### config.mk
export PLATFORM = sky130hd
export DESIGN_NAME = dro_bank
export DESIGN_NICKNAME = d
export VERILOG_FILES = /design/src/rtl/dro_pkg.sv /design/src/rtl/dro_cell.sv /design/src/rtl/dro_bank.sv
export SDC_FILE = /design/constraint.sdc
export NUM_CORES = 1
export LEC_CHECK = 0
export CAP_MARGIN = 0
export CORE_ASPECT_RATIO = 1.2
export CORE_MARGIN = 5
export CORE_UTILIZATION = 45
export DETAILED_ROUTE_END_ITERATION = 8
export PLACE_DENSITY_LB_ADDON = 0.2
export SYNTH_ARGS = -nofsm -noshare
export SYNTH_HDL_FRONTEND = slang
export SYNTH_HIERARCHICAL = 1
export SYNTH_SLANG_ARGS = --single-unit
### constraint.sdc
create_clock -name clk -period 2.5 [get_ports clk]
set_input_delay 0.5 -clock clk [delete_from_list [all_inputs] [get_ports clk]]
set_output_delay 0.5 -clock clk [all_outputs]
set_load 0.02 [all_outputs]
### src/rtl/dro_pkg.sv
// Shared constants and the per-channel state record for the destructive-readout bank.
package dro_pkg;

  localparam int GUARD_MAX  = 15;
  localparam int CNT_W      = 4;
  localparam int VIOL_CNT_W = 16;

  typedef struct packed {
    logic             stored;
    logic [CNT_W-1:0] since_set;
    logic [CNT_W-1:0] since_read;
    logic             flag;
  } cell_t;

  function automatic logic [CNT_W-1:0] sat_inc(input logic [CNT_W-1:0] v,
                                                input logic [CNT_W-1:0] lim);
    return (v >= lim) ? lim : v + 1'b1;
  endfunction

endpackage

### src/rtl/dro_cell.sv
// One destructive-readout channel: stored bit, registered readout pulse and
// set/read guard-window checking with a sticky violation flag.
module dro_cell
  import dro_pkg::*;
#(
  parameter int GUARD = 2,
  parameter int NDRO  = 0
) (
  input  logic clk,
  input  logic rst_n,
  input  logic set,
  input  logic read,
  input  logic viol_clr,
  output logic out,
  output logic state,
  output logic viol,
  output logic new_viol
);

  localparam logic [CNT_W-1:0] GLIM  = CNT_W'(GUARD);
  localparam logic [CNT_W-1:0] LOAD  = (GUARD > 0) ? CNT_W'(1) : CNT_W'(0);
  localparam logic             CHECK = (GUARD > 0);
  localparam logic             DESTR = (NDRO == 0);

  cell_t cur, nxt;
  logic  out_r;
  logic  setup_v, hold_v;

  // Counters hold "edges since the last event", so the pre-edge value equals
  // the separation k; a simultaneous set counts as k = 0 for the setup check.
  always_comb begin
    nxt     = cur;
    setup_v = CHECK & read & (set | (cur.since_set < GLIM));
    hold_v  = CHECK & set & (cur.since_read < GLIM);
    nxt.since_set  = set  ? LOAD : sat_inc(cur.since_set, GLIM);
    nxt.since_read = read ? LOAD : sat_inc(cur.since_read, GLIM);
    if (set)
      nxt.stored = 1'b1;
    else if (read && DESTR)
      nxt.stored = 1'b0;
    nxt.flag = (cur.flag & ~viol_clr) | setup_v | hold_v;
  end

  always_ff @(posedge clk or negedge rst_n) begin
    if (!rst_n) begin
      cur   <= '{stored: 1'b0, since_set: GLIM, since_read: GLIM, flag: 1'b0};
      out_r <= 1'b0;
    end else begin
      cur   <= nxt;
      out_r <= read & cur.stored;
    end
  end

  assign out      = out_r;
  assign state    = cur.stored;
  assign viol     = cur.flag;
  assign new_viol = setup_v | hold_v;

endmodule

### src/rtl/dro_bank.sv
// Bank of independent DRO channels. Defining DRO_BANK_VIOL_CNT_EN adds a
// saturating count of cycles containing at least one new violation.
module dro_bank
  import dro_pkg::*;
#(
  parameter int CHANNELS = 4,
  parameter int GUARD    = 2,
  parameter int NDRO     = 0
) (
  input  logic                  clk,
  input  logic                  rst_n,
  input  logic [CHANNELS-1:0]   set_i,
  input  logic [CHANNELS-1:0]   read_i,
  input  logic                  viol_clr_i,
  output logic [CHANNELS-1:0]   out_o,
  output logic [CHANNELS-1:0]   state_o,
  output logic [CHANNELS-1:0]   viol_o
`ifdef DRO_BANK_VIOL_CNT_EN
  ,
  output logic [VIOL_CNT_W-1:0] viol_cnt_o
`endif
);

  logic [CHANNELS-1:0] new_viol;

  for (genvar c = 0; c < CHANNELS; c++) begin : g_cell
    dro_cell #(.GUARD(GUARD), .NDRO(NDRO)) u_cell (
      .clk      (clk),
      .rst_n    (rst_n),
      .set      (set_i[c]),
      .read     (read_i[c]),
      .viol_clr (viol_clr_i),
      .out      (out_o[c]),
      .state    (state_o[c]),
      .viol     (viol_o[c]),
      .new_viol (new_viol[c])
    );
  end

`ifdef DRO_BANK_VIOL_CNT_EN
  logic [VIOL_CNT_W-1:0] viol_cnt;
  logic                  any_new;

  assign any_new = |new_viol;

  // A new violation on the clearing edge restarts the count at one.
  always_ff @(posedge clk or negedge rst_n) begin
    if (!rst_n)
      viol_cnt <= '0;
    else if (any_new)
      viol_cnt <= viol_clr_i ? VIOL_CNT_W'(1)
                             : ((&viol_cnt) ? viol_cnt : viol_cnt + 1'b1);
    else if (viol_clr_i)
      viol_cnt <= '0;
  end

  assign viol_cnt_o = viol_cnt;
`endif

endmodule

* After elaboration in Yosys (flattened, before gate mapping) *
Index checks and enable logic that the tools add are counted.

operators by class
  add/sub/neg operators = 8
  $mul = 0
  divide/modulo/power cells = 0
  magnitude comparators = 16
  eq/ne operators = 0
  shift-type cells = 0
  mux-type cells = 24
  bitwise logic cells = 29
  reduce and logical (&&, ||, !) cells = 4

operator list
  kind                                                         count
  2-to-1 mux 4 bit                                             16
  adder 4 x 1 -> 4 bit (second input constant)                 8
  >= comparator 4 x 2 -> 1 bit (second input constant)         8
  less-than comparator 4 x 2 -> 1 bit (second input constant)  8
  bitwise AND 1 bit                                            16
  bitwise OR 1 bit                                             12
  2-to-1 mux 1 bit                                             8
  nonzero test 2 bit                                           4
  inverter 1 bit                                               1

word-level totals
  bits in registers = 44
  bits in latches = 0
  RAM bits = 0
  memory bits (read-only) = 0
  logic and storage cells = 101
  memories = 0

* Longest topological paths before layout *
  depth in word-level cells = 5
  mapped depth = 5

* Cells and area by module *
The synthesis kept the hierarchy.

by module, submodules not included
  module    instances  cells an instance  area an instance (um2)  sequential area each (um2)
  dro_cell  4          39                 471.7                   277.8

* Worst setup path after synthesis *
Ideal clock, no wire load.

  path type = register -> register
  from = register g_cell[0].u_cell/cur[1] (netlist bit)
  to = register g_cell[0].u_cell/cur[3] (netlist bit)
  setup time = 0.080 ns
  arrival = 1.243 ns
  setup slack = 1.177 ns
  cell stages (with the launch flop) = 5
  buffers on the path = 0
  clock period less this slack = 1.323 ns
  cells stage by stage = dfrtp_1 inv_1 ha_1 or4_4 nor3_2

RTL lines
  what                      RTL line        RTL
  start: declaration        dro_cell.sv:25  cell_t cur, nxt;
  start signal: assignment  dro_cell.sv:46  cur <= '{stored: 1'b0, since_set: GLIM, since_read: GLIM, flag: 1'b0};
  start signal: assignment  dro_cell.sv:49  cur <= nxt;

* Final worst setup path *
  from = register g_cell[0].u_cell.cur, in the netlist g_cell[0].u_cell/viol
  to = output port viol_o[0]

RTL lines
  what              RTL line        RTL
  end: declaration  dro_bank.sv:17  output logic [CHANNELS-1:0] viol_o

No word-level cell between the ends.

==> qor.txt <==
Clk Latency, worst-skew pair -> 290 ps
DRT Wirelength -> 3090 um
Hold Fails Final Rpt -> 0
diode count -> 0
post-synthesis mux area share -> 0%
layout cells sized above 1 -> 12.6%
Initial Util -> 47.1%
Die Area -> 0.00559 mm2
Worst slew margin -> 38.3%
pwr dens -> 664 mW/mm2
PnR Total Power -> 0.00152 W
Resize count post-CTS -> 0
Clock Path Buffers -> 2
hold_buf cts -> 0
crit end category -> primary output
total number of vias -> 1196
outcome -> completed
final setup vio count -> 0
Clk pin slew, worst setup/hold paths -> 80 ps
startpoint types -> flip-flop
Peak VDD IR -> 0.000436 V
Iteration-0 DRC Markers -> 61
Clock Sinks -> 44
Finished Layout Cells -> 244
WS Path Type -> reg -> out
vias in the first global route -> 1307
Switching Fraction -> 23.9%
drt pass-1 iters -> 4
area leader, netlist -> dfrtp_1
Post-Synth Simple-Gate Area -> 13.3%
Combinational Power Share -> 13.0%
synth top area cells -> dfrtp_1 48%, dfstp_2 11%, ha_1 11%, a21o_1 4.8%, inv_1 4.0%
Die W -> 69.1 um
Post-CTS Setup Bufs -> 0
port bufs -> 22
Critical R2R Launch -> g_cell[0].u_cell/cur[1]
Root Driver -> clkbuf_8
leakage power -> 1.13 nW
Stages on worst setup path -> 1
Mapped Cells -> 156
post-synthesis area per instance -> 12.1 um2
crit path to -> viol_o[0]
GR Overflow Total -> 0
WP data required -> 2000 ps
reg2reg end -> g_cell[0].u_cell/cur[3]
Arr. time, crit path -> 1280 ps
Post-Syn Area -> 0.00189 mm2
CTS Buf Count -> 5
H-Tree Depth -> 2
initial antenna violation count -> 0
vias per cell -> 4.90
top cell type's share of synthesized area -> 47.7%
Yosys cell types -> 19
Period minus WS final -> 1780 ps
setup TNS -> 0 ps
critical-path cell list -> clkdlybuf4s50_1
post-synthesis xor/xnor area fraction -> 3.71%
largest family of logic cells by synthesized area -> simple AND/OR/NAND/NOR gates
Int Pwr -> 0.00116 W
slowest CP cell -> clkdlybuf4s50_1
GPL Wtd Cong -> 0.731
largest net degree at the start of global routing -> 45
die height -> 80.9 um
Post-Synth Adder-Cell Area -> 10.6%
Ports -> 23
Core Area -> 0.00400 mm2
Max Cap Viol -> 0
unrepaired setup endpoints after global routing -> no
WL per Instance -> 12.7 um
FF-to-FF setup slack -> 1080 ps
row cnt -> 25
Residual DRC -> 0
CP startpoint -> g_cell[0].u_cell/viol
CTS tree -> yes
hold slack -> 341 ps
worst reg2reg path depth -> 4
register area share after synthesis -> 58.9%
Yosys reg bits -> 44
crit path buf inv count -> 1
Cells after DPL -> 236
GRT Util Overall -> 12.8%
fmax -> 561 MHz
Top delay family on crit path -> buffers and inverters
first-pass GRT wire length -> 5550 um
worst min-delay path class -> in -> async
Clock power frac -> 34.5%
max-slew violations -> 0
Final Skew -> 11.3 ps
net count reported at finish -> 216
hpwl dp -> 2220 um
max incr delay on CP -> 620 ps
post-route ant nets -> 0
Synth-to-Final Area Change -> 21.5%
slew at the pin with the worst max-slew slack -> 925 ps
Flop pwr share -> 52.5%
CP Max Fanout -> 2
switching power -> 0.000364 W
part of the cycle the worst path needs -> 71.3%
compound-gate portion of the synthesized area -> 8.75%
final design utilization -> 57.3%
Synth Warn # -> 6
[kinds of logic (layout without fill, tap and decap cells)]
kind of cell,count (synthesis),in the layout
other,4,8
buffers and inverters,20,50
xor gates and xnor gates,8,8
AOI/OAI and AO/OA,24,24
adders and majority gates,16,16
DFF,44,44
and+or+nand+nor,40,40
[state kept, by name (all words and copies together), names as in the netlist]
name	count
g_cell.u_cell/viol	4
g_cell.u_cell/cur	32
g_cell.u_cell/state	4
g_cell.u_cell/out	4
[layout by cell type, fill, tap and decap left out]
| cell type | instances |
|---|---|
| dfrtp_1 | 36 |
| or4_4 | 4 |
| clkbuf_1 | 1 |
| conb_1 | 8 |
| nor3_1 | 4 |
| clkbuf_8 | 5 |
| o21ai_1 | 4 |
| ha_1 | 16 |
| o22a_1 | 4 |
| a21o_1 | 12 |
| dfstp_2 | 8 |
| xnor2_1 | 4 |
| xor2_1 | 4 |
| inv_1 | 20 |
| nor3_2 | 4 |
| bufinv_16 | 1 |
| a21oi_1 | 4 |
| nor2_1 | 12 |
| nor4b_1 | 4 |
| buf_2 | 1 |
| nand2_1 | 4 |
| and2_1 | 4 |
| nor4_1 | 4 |
| clkdlybuf4s50_1 | 21 |
| clkinv_2 | 1 |
[metal layers]
metal / global-route usage, % / share of wire [%]
met1: 12.3 / 40
met2: 24.2 / 53
met3: 3.96 / 4.3
met4: 7.03 / 2.5
met5: 0 / 0
[synthesized netlist by cell type]
cell type,count
a21o_1,12
a21oi_1,4
and2_1,4
conb_1,4
dfrtp_1,36
dfstp_2,8
ha_1,16
inv_1,20
nand2_1,4
nor2_1,12
nor3_1,4
nor3_2,4
nor4_1,4
nor4b_1,4
o21ai_1,4
o22a_1,4
or4_4,4
xnor2_1,4
xor2_1,4
[power by group through the flow]
stage,Clock (W),Combinational [W],Sequential [W]
global placement,0,0.000191,0.000810
CTS,0.000539,0.000203,0.000800
finish,0.000524,0.000198,0.000799
detailed placement,0,0.000201,0.000813
floorplan,0,0.0000916,0.000826
global route,0.000568,0.000223,0.000806
[worst min-delay path by stage]
stage	start	to	cells past startpoint	slack, ps
floorplan	rst_n	g_cell[0].u_cell/cur[1]	0	200
global placement	g_cell[2].u_cell/viol	g_cell[2].u_cell/viol	1	460
detailed placement	g_cell[2].u_cell/viol	g_cell[2].u_cell/viol	1	470
CTS	rst_n	g_cell[1].u_cell/cur[5]	1	380
global route	rst_n	g_cell[2].u_cell/cur[7]	1	430
finish	rst_n	g_cell[2].u_cell/cur[7]	1	340
[through the flow]
step	cell area (um2)	setup slack, ps
after floorplan	1900	1180
after global placement	2180	828
after detailed placement	2180	793
after CTS	2290	707
after global routing	2290	655
final	2290	719
[worst register-to-register path, delay by kind of cell (launching register included)]
family / cells / cell delay, ps
and+or+nand+nor: 2 / 700
DFF: 1 / 390
buffers and inverters: 1 / 60
adders and majority gates: 1 / 190
[layout make-up]
class / count / area, um2
Inverter: 20 / 75.1
Fill cell: 375 / 1710
Timing Repair Buffer: 22 / 215
Multi-Input combinational cell: 96 / 716
Tap cell: 54 / 67.6
Sequential cell: 44 / 1110
Clock inverter: 2 / 35.0
Clock buffer: 6 / 72.6
Power figures use the tool's default switching activity.
